--- src/rtl/spi_master_24_if.sv ---
// rtl/spi_master_24_if.sv - request/response and SPI pin bundle for spi_master_24
interface spi_master_24_if;
  logic        i_spi_start;
  logic [23:0] i_mosi_data;
  logic [23:0] o_miso_data;
  logic        o_spi_done;
  logic        o_busy;
  logic        o_n_cs;
  logic        o_sclk;
  logic        o_mosi;
  logic        i_miso;

  modport master (
    input  i_spi_start, i_mosi_data, i_miso,
    output o_miso_data, o_spi_done, o_busy, o_n_cs, o_sclk, o_mosi
  );

  modport slave (
    output i_spi_start, i_mosi_data, i_miso,
    input  o_miso_data, o_spi_done, o_busy, o_n_cs, o_sclk, o_mosi
  );
endinterface

--- src/rtl/spi_master_24.sv ---
// rtl/spi_master_24.sv - fixed 24-bit mode-0 SPI master with CS setup/hold/gap timing
module spi_master_24 #(
  parameter int CLK_DIV = 10,
  parameter int CS_CYC  = 4
) (
  input  logic              i_clk,
  input  logic              i_rst,
  spi_master_24_if.master   bus
);

  localparam int CMAX = (CLK_DIV > CS_CYC) ? CLK_DIV : CS_CYC;
  localparam int CW   = $clog2(CMAX + 1);

  typedef enum logic [2:0] {S_IDLE, S_SETUP, S_SHIFT, S_HOLD, S_GAP} state_t;

  state_t        r_state, w_state;
  logic [CW-1:0] r_cnt, w_cnt;
  logic [4:0]    r_bit, w_bit;
  logic [23:0]   r_tx, w_tx;
  logic [23:0]   r_rx, w_rx;
  logic [23:0]   r_miso_data, w_miso_data;
  logic          r_done, w_done;
  logic          r_busy, w_busy;
  logic          r_n_cs, w_n_cs;
  logic          r_sclk, w_sclk;
  logic          r_mosi, w_mosi;
  logic          w_cs_end;
  logic          w_div_end;
  logic          w_accept;

  assign bus.o_miso_data = r_miso_data;
  assign bus.o_spi_done  = r_done;
  assign bus.o_busy      = r_busy;
  assign bus.o_n_cs      = r_n_cs;
  assign bus.o_sclk      = r_sclk;
  assign bus.o_mosi      = r_mosi;

  // State and datapath registers; reset drops everything mid-frame without publishing
  always_ff @(posedge i_clk or posedge i_rst) begin
    if (i_rst) begin
      r_state     <= S_IDLE;
      r_cnt       <= '0;
      r_bit       <= '0;
      r_tx        <= '0;
      r_rx        <= '0;
      r_miso_data <= '0;
      r_done      <= 1'b0;
      r_busy      <= 1'b0;
      r_n_cs      <= 1'b1;
      r_sclk      <= 1'b0;
      r_mosi      <= 1'b0;
    end else begin
      r_state     <= w_state;
      r_cnt       <= w_cnt;
      r_bit       <= w_bit;
      r_tx        <= w_tx;
      r_rx        <= w_rx;
      r_miso_data <= w_miso_data;
      r_done      <= w_done;
      r_busy      <= w_busy;
      r_n_cs      <= w_n_cs;
      r_sclk      <= w_sclk;
      r_mosi      <= w_mosi;
    end
  end

  // Next-state and output decode; the last GAP cycle doubles as the first IDLE
  // sample point so a held start gives exactly CS_CYC cycles of CS high between frames
  always_comb begin
    w_state     = r_state;
    w_cnt       = r_cnt;
    w_bit       = r_bit;
    w_tx        = r_tx;
    w_rx        = r_rx;
    w_miso_data = r_miso_data;
    w_done      = 1'b0;
    w_busy      = r_busy;
    w_n_cs      = r_n_cs;
    w_sclk      = r_sclk;
    w_mosi      = r_mosi;
    w_cs_end    = (r_cnt == CW'(CS_CYC - 1));
    w_div_end   = (r_cnt == CW'(CLK_DIV - 1));
    w_accept    = bus.i_spi_start &&
                  ((r_state == S_IDLE) || ((r_state == S_GAP) && w_cs_end));

    case (r_state)
      S_SETUP: begin
        if (w_cs_end) begin
          w_state = S_SHIFT;
          w_cnt   = '0;
          w_bit   = '0;
        end else begin
          w_cnt = r_cnt + 1'b1;
        end
      end
      S_SHIFT: begin
        if (w_div_end) begin
          w_cnt = '0;
          if (!r_sclk) begin
            w_sclk = 1'b1;
            w_rx   = {r_rx[22:0], bus.i_miso};
          end else begin
            w_sclk = 1'b0;
            w_bit  = r_bit + 1'b1;
            if (r_bit == 5'd23) begin
              w_state = S_HOLD;
            end else begin
              w_tx   = {r_tx[22:0], 1'b0};
              w_mosi = r_tx[22];
            end
          end
        end else begin
          w_cnt = r_cnt + 1'b1;
        end
      end
      S_HOLD: begin
        if (w_cs_end) begin
          w_state     = S_GAP;
          w_cnt       = '0;
          w_n_cs      = 1'b1;
          w_miso_data = r_rx;
          w_done      = 1'b1;
        end else begin
          w_cnt = r_cnt + 1'b1;
        end
      end
      S_GAP: begin
        if (w_cs_end) begin
          w_state = S_IDLE;
          w_cnt   = '0;
          w_busy  = 1'b0;
          w_mosi  = 1'b0;
        end else begin
          w_cnt = r_cnt + 1'b1;
        end
      end
      default: begin
        w_cnt = '0;
      end
    endcase

    if (w_accept) begin
      w_state = S_SETUP;
      w_cnt   = '0;
      w_bit   = '0;
      w_tx    = bus.i_mosi_data;
      w_rx    = '0;
      w_n_cs  = 1'b0;
      w_mosi  = bus.i_mosi_data[23];
      w_busy  = 1'b1;
    end
  end

endmodule

--- src/flat_wrapper.sv ---
// flat-port wrapper written by rule: the top's interface ports become plain ports
module spi_master_24_flat 
#(
  parameter int CLK_DIV = 10,
  parameter int CS_CYC  = 4
)
  (i_clk, i_rst, bus_i_spi_start, bus_i_mosi_data, bus_i_miso, bus_o_miso_data, bus_o_spi_done, bus_o_busy, bus_o_n_cs, bus_o_sclk, bus_o_mosi);
  spi_master_24_if bus_i ();
  input  logic i_clk;
  input  logic i_rst;
  input wire logic [$bits(bus_i.i_spi_start)-1:0] bus_i_spi_start;
  input wire logic [$bits(bus_i.i_mosi_data)-1:0] bus_i_mosi_data;
  input wire logic [$bits(bus_i.i_miso)-1:0] bus_i_miso;
  output wire logic [$bits(bus_i.o_miso_data)-1:0] bus_o_miso_data;
  output wire logic [$bits(bus_i.o_spi_done)-1:0] bus_o_spi_done;
  output wire logic [$bits(bus_i.o_busy)-1:0] bus_o_busy;
  output wire logic [$bits(bus_i.o_n_cs)-1:0] bus_o_n_cs;
  output wire logic [$bits(bus_i.o_sclk)-1:0] bus_o_sclk;
  output wire logic [$bits(bus_i.o_mosi)-1:0] bus_o_mosi;
  assign bus_i.i_spi_start = bus_i_spi_start;
  assign bus_i.i_mosi_data = bus_i_mosi_data;
  assign bus_i.i_miso = bus_i_miso;
  assign bus_o_miso_data = bus_i.o_miso_data;
  assign bus_o_spi_done = bus_i.o_spi_done;
  assign bus_o_busy = bus_i.o_busy;
  assign bus_o_n_cs = bus_i.o_n_cs;
  assign bus_o_sclk = bus_i.o_sclk;
  assign bus_o_mosi = bus_i.o_mosi;
  spi_master_24 #(.CLK_DIV(CLK_DIV), .CS_CYC(CS_CYC)) u_core (.i_clk(i_clk), .i_rst(i_rst), .bus(bus_i));
endmodule
--- config.mk ---
export PLATFORM = sky130hd
export DESIGN_NAME = spi_master_24_flat
export DESIGN_NICKNAME = d
export VERILOG_FILES = /design/src/rtl/spi_master_24_if.sv /design/src/rtl/spi_master_24.sv /design/src/flat_wrapper.sv
export SDC_FILE = /design/constraint.sdc
export NUM_CORES = 1
export LEC_CHECK = 0
export BUFFER_PORTS_ARGS = -buffer_cell sky130_fd_sc_hd__buf_2
export CAP_MARGIN = 20
export CORE_AREA = 4 4 120 122
export CTS_CLUSTER_SIZE = 8
export DETAILED_ROUTE_END_ITERATION = 6
export DIE_AREA = 0 0 124 126
export PLACE_DENSITY = 0.58
export REMOVE_ABC_BUFFERS = 1
export SLEW_MARGIN = 20
export SYNTH_ARGS = -nofsm -noshare
export SYNTH_HDL_FRONTEND = slang
export SYNTH_SLANG_ARGS = --single-unit
--- constraint.sdc ---
create_clock -name i_clk -period 3.65 [get_ports i_clk]
set_input_delay 0.9125 -clock i_clk [delete_from_list [all_inputs] [get_ports i_clk]]
set_output_delay 0.9125 -clock i_clk [all_outputs]
set_load 0.02 [all_outputs]
==> summary.md <==
| Metric | Value |
|---|---|
| Outcome | `complete, no violations` |
| Asr flop ratio synth | `100%` |
| Die Footprint | `15,600 um^2` |
| Leakage | `2.15 nW` |
| Nets | `409` |
| Hold crit path type | `reg -> reg` |
| # IOs | `57` |
| Top-count cell post-synth | `dfrtp_1` |
| Post-route setup slack | `1.14 ns` |
| Routability cong. | `0.714` |
| Critical path data arrival time | `2.74 ns` |
| Sink Count | `88` |
| Tmin final | `2.51 ns` |
| Post_cts resized | `0` |
| Cell area after synthesis | `3920 um^2` |
| DRT iter0 DRCs | `80` |
| Fmax achieved | `0.398 GHz` |
| PD cells | `768 nW/um^2` |
| Vias | `2,560` |
| Synth Register Bits | `88` |
| Startpoint Class | `register` |
| Share of cells above drive strength 1 | `39.7%` |
| Max_slew headroom | `43.0%` |
| Layout Cells excl Fill | `559` |
| CP endpoint kind | `register` |
| H-tree levels | `3` |
| Hold Startpoint | `u_core.r_cnt[0]` |
| Postcts setup bufs | `0` |
| Vias in the first global route | `2,580` |
| Final antenna diode count | `0` |
| Number of flops mapped to enable cells by yosys | `0` |
| CP startpoint | `u_core.r_cnt[0]` |
| Setup CP Type | `reg -> reg` |
| P&R area growth vs syn | `19.1%` |
| Fill count | `1,334` |
| PortBufs | `56` |
| Global-route wire length before repair | `12,600 um` |
| Die height | `126 um` |
| Synth top area cells | `dfrtp_1, mux2_2, nand2_1` |
| Syn avg cell area | `12.1 um^2` |
| Final ANT Viol Nets | `0` |
| Tot GR Track Use | `10.2%` |
| Total core area | `13,200 um^2` |
| Number of buffers created by CTS | `9` |
| Worst Path Required | `3.88 ns` |
| Setup-failing EPs final | `0` |
| Largest net degree at the start of global routing | `49` |
| Final WL | `7460 um` |
| Hold buffer count at CTS | `0` |
| TritonRoute pass-1 iters | `4` |
| Final number of hold-violating endpoints | `0` |
| RSZ-0062 raised after global routing | `false` |
| DP HPWL | `5120 um` |
| Post-DR wirelength/cell | `13.3 um` |
| Worst Tran Pin Value | `0.855 ns` |
| Row count | `42` |
| DIE WIDTH | `124 um` |
| CTS tree | `yes` |
| Layout Skew | `0.00721 ns` |
| Worst-path clk slew | `0.07 ns` |
| Ys flop type | `dfrtp_1` |
| MaxCap Viol Count | `0` |
| Setup TNS | `0 ns` |
| Commonest cells in the netlist | `dfrtp_1, mux2_2, nand2_1` |
| Pins Over Slew Limit | `0` |
| R2r startpoint | `u_core.r_cnt[0]` |
| Initial antenna violation count | `0` |
| Library cells used by synthesis | `44` |
| Via-per-instance ratio | `4.58` |
| Congestion Overflow GR | `0` |
| Synthesis warning total | `0` |
| Worst-skew pair later-pin latency | `0.34 ns` |
| DRC violations left | `0` |
| Max VDD drop | `352 uV` |
| Maximum root-to-sink buffer count | `2` |
| Cell taking the most area after synthesis | `dfrtp_1` |
| Starting Density | `29.7%` |
| Post-place setup slack | `1.12 ns` |
| Synth top area share | `55.6%` |
| Period utilization | `68.8%` |
| Dpl cells | `543` |
| Register area share after synthesis | `56.2%` |
| Clk root buf | `clkbuf_16` |
| Max FO, Critical Path | `31` |
| Mapped Cells | `325` |
-- cells by family (layout without fill, tap and decap cells) --
kind of cell	Yosys count	count (layout)	synth area share (%)
mux	72	72	20.6
flops	88	88	56.2
simple gates	89	89	10.5
buf+inv	25	83	3.48
fa+ha+maj	3	3	0.958
xor+xnor	2	2	0.447
compound gates	46	46	7.70
-- layer usage --
| metal | track usage (%) | wire length, um | vias to the layer above |
|---|---|---|---|
| met5 | 0 | 0 | - |
| met4 | 3.16 | 115 | 0 |
| met3 | 4.22 | 509 | 12 |
| met2 | 14.9 | 3390 | 60 |
| met1 | 13.9 | 3440 | 1242 |
| li1 | - | - | 1246 |
-- registers in the layout (all words and copies together), names as in the netlist --
signal,flops
u_core.bus.o_miso_data,24
u_core.r_rx,24
u_core.r_tx,23
u_core.r_bit,5
u_core.r_cnt,4
u_core.r_state,3
u_core.bus.o_busy,1
u_core.bus.o_mosi,1
u_core.bus.o_n_cs,1
u_core.bus.o_sclk,1
u_core.bus.o_spi_done,1
-- metrics by stage --
step                      power, mW  hold slack, ns  util (%)  cell area [um^2]
after floorplan                2.33           0.452         -              3800
after global placement         2.63           0.472      33.0              4360
after detailed placement       2.68           0.483      33.0              4360
after CTS                      3.64           0.492      35.4              4670
after global routing           3.83           0.519      35.4              4670
final                          3.59           0.490      35.4              4670
-- path summary, 6_finish.rpt --
kind	end	slack, ns	depth (start not counted)
max	u_core.r_tx[9]	1.14	6
max reg2reg	u_core.r_tx[9]	1.14	6
max in group asynchronous	u_core.bus.o_n_cs	2.17	3
min in group asynchronous	u_core.bus.o_sclk	0.72	2
min reg2reg	u_core.r_cnt[0]	0.49	1
min	u_core.r_cnt[0]	0.49	1
-- cell usage in the layout, fill, tap and decap left out, types with 2 or more instances in the layout --
master,synthesis,layout
dfrtp_1,87,87
mux2_2,68,68
buf_2,9,56
nand2_1,54,54
a21oi_1,26,26
clkbuf_16,0,9
nor2_1,8,8
nand3_1,7,7
o21ai_0,5,5
inv_1,6,5
buf_4,2,4
nand4b_1,3,3
ha_1,3,3
inv_6,0,3
or3b_1,2,2
nor2b_1,2,2
nand2b_1,2,2
and3_1,2,2
a2111oi_1,2,2
a211o_1,2,2
mux2_1,2,2
a22oi_1,2,2
o21a_1,2,2
mux2i_1,2,2
-- power breakdown --
part / internal [mW] / total [mW] / switching (mW)
Combinational: 0.573 / 1.14 / 0.571
Clock: 0.557 / 0.949 / 0.392
Sequential: 1.29 / 1.49 / 0.205
-- critical path: stages (launching register included) --
cell and delay [ns]:
dfrtp_1 0.39, ha_1 0.19, or3b_1 0.53, a211oi_4 0.31, buf_4 0.35, mux2_2 0.37
mux2_2 0.26
-- cell type report --
type	count	area, um^2	area share, %
inverter	6	23.8	0.509
tap	176	220	4.72
sequential	88	2200	47.2
clock inverter	6	72.6	1.55
multi-input combinational	212	1580	33.8
timing repair buffer	61	330	7.08
clock buffer	10	239	5.12
Power figures use the tool's default switching activity.
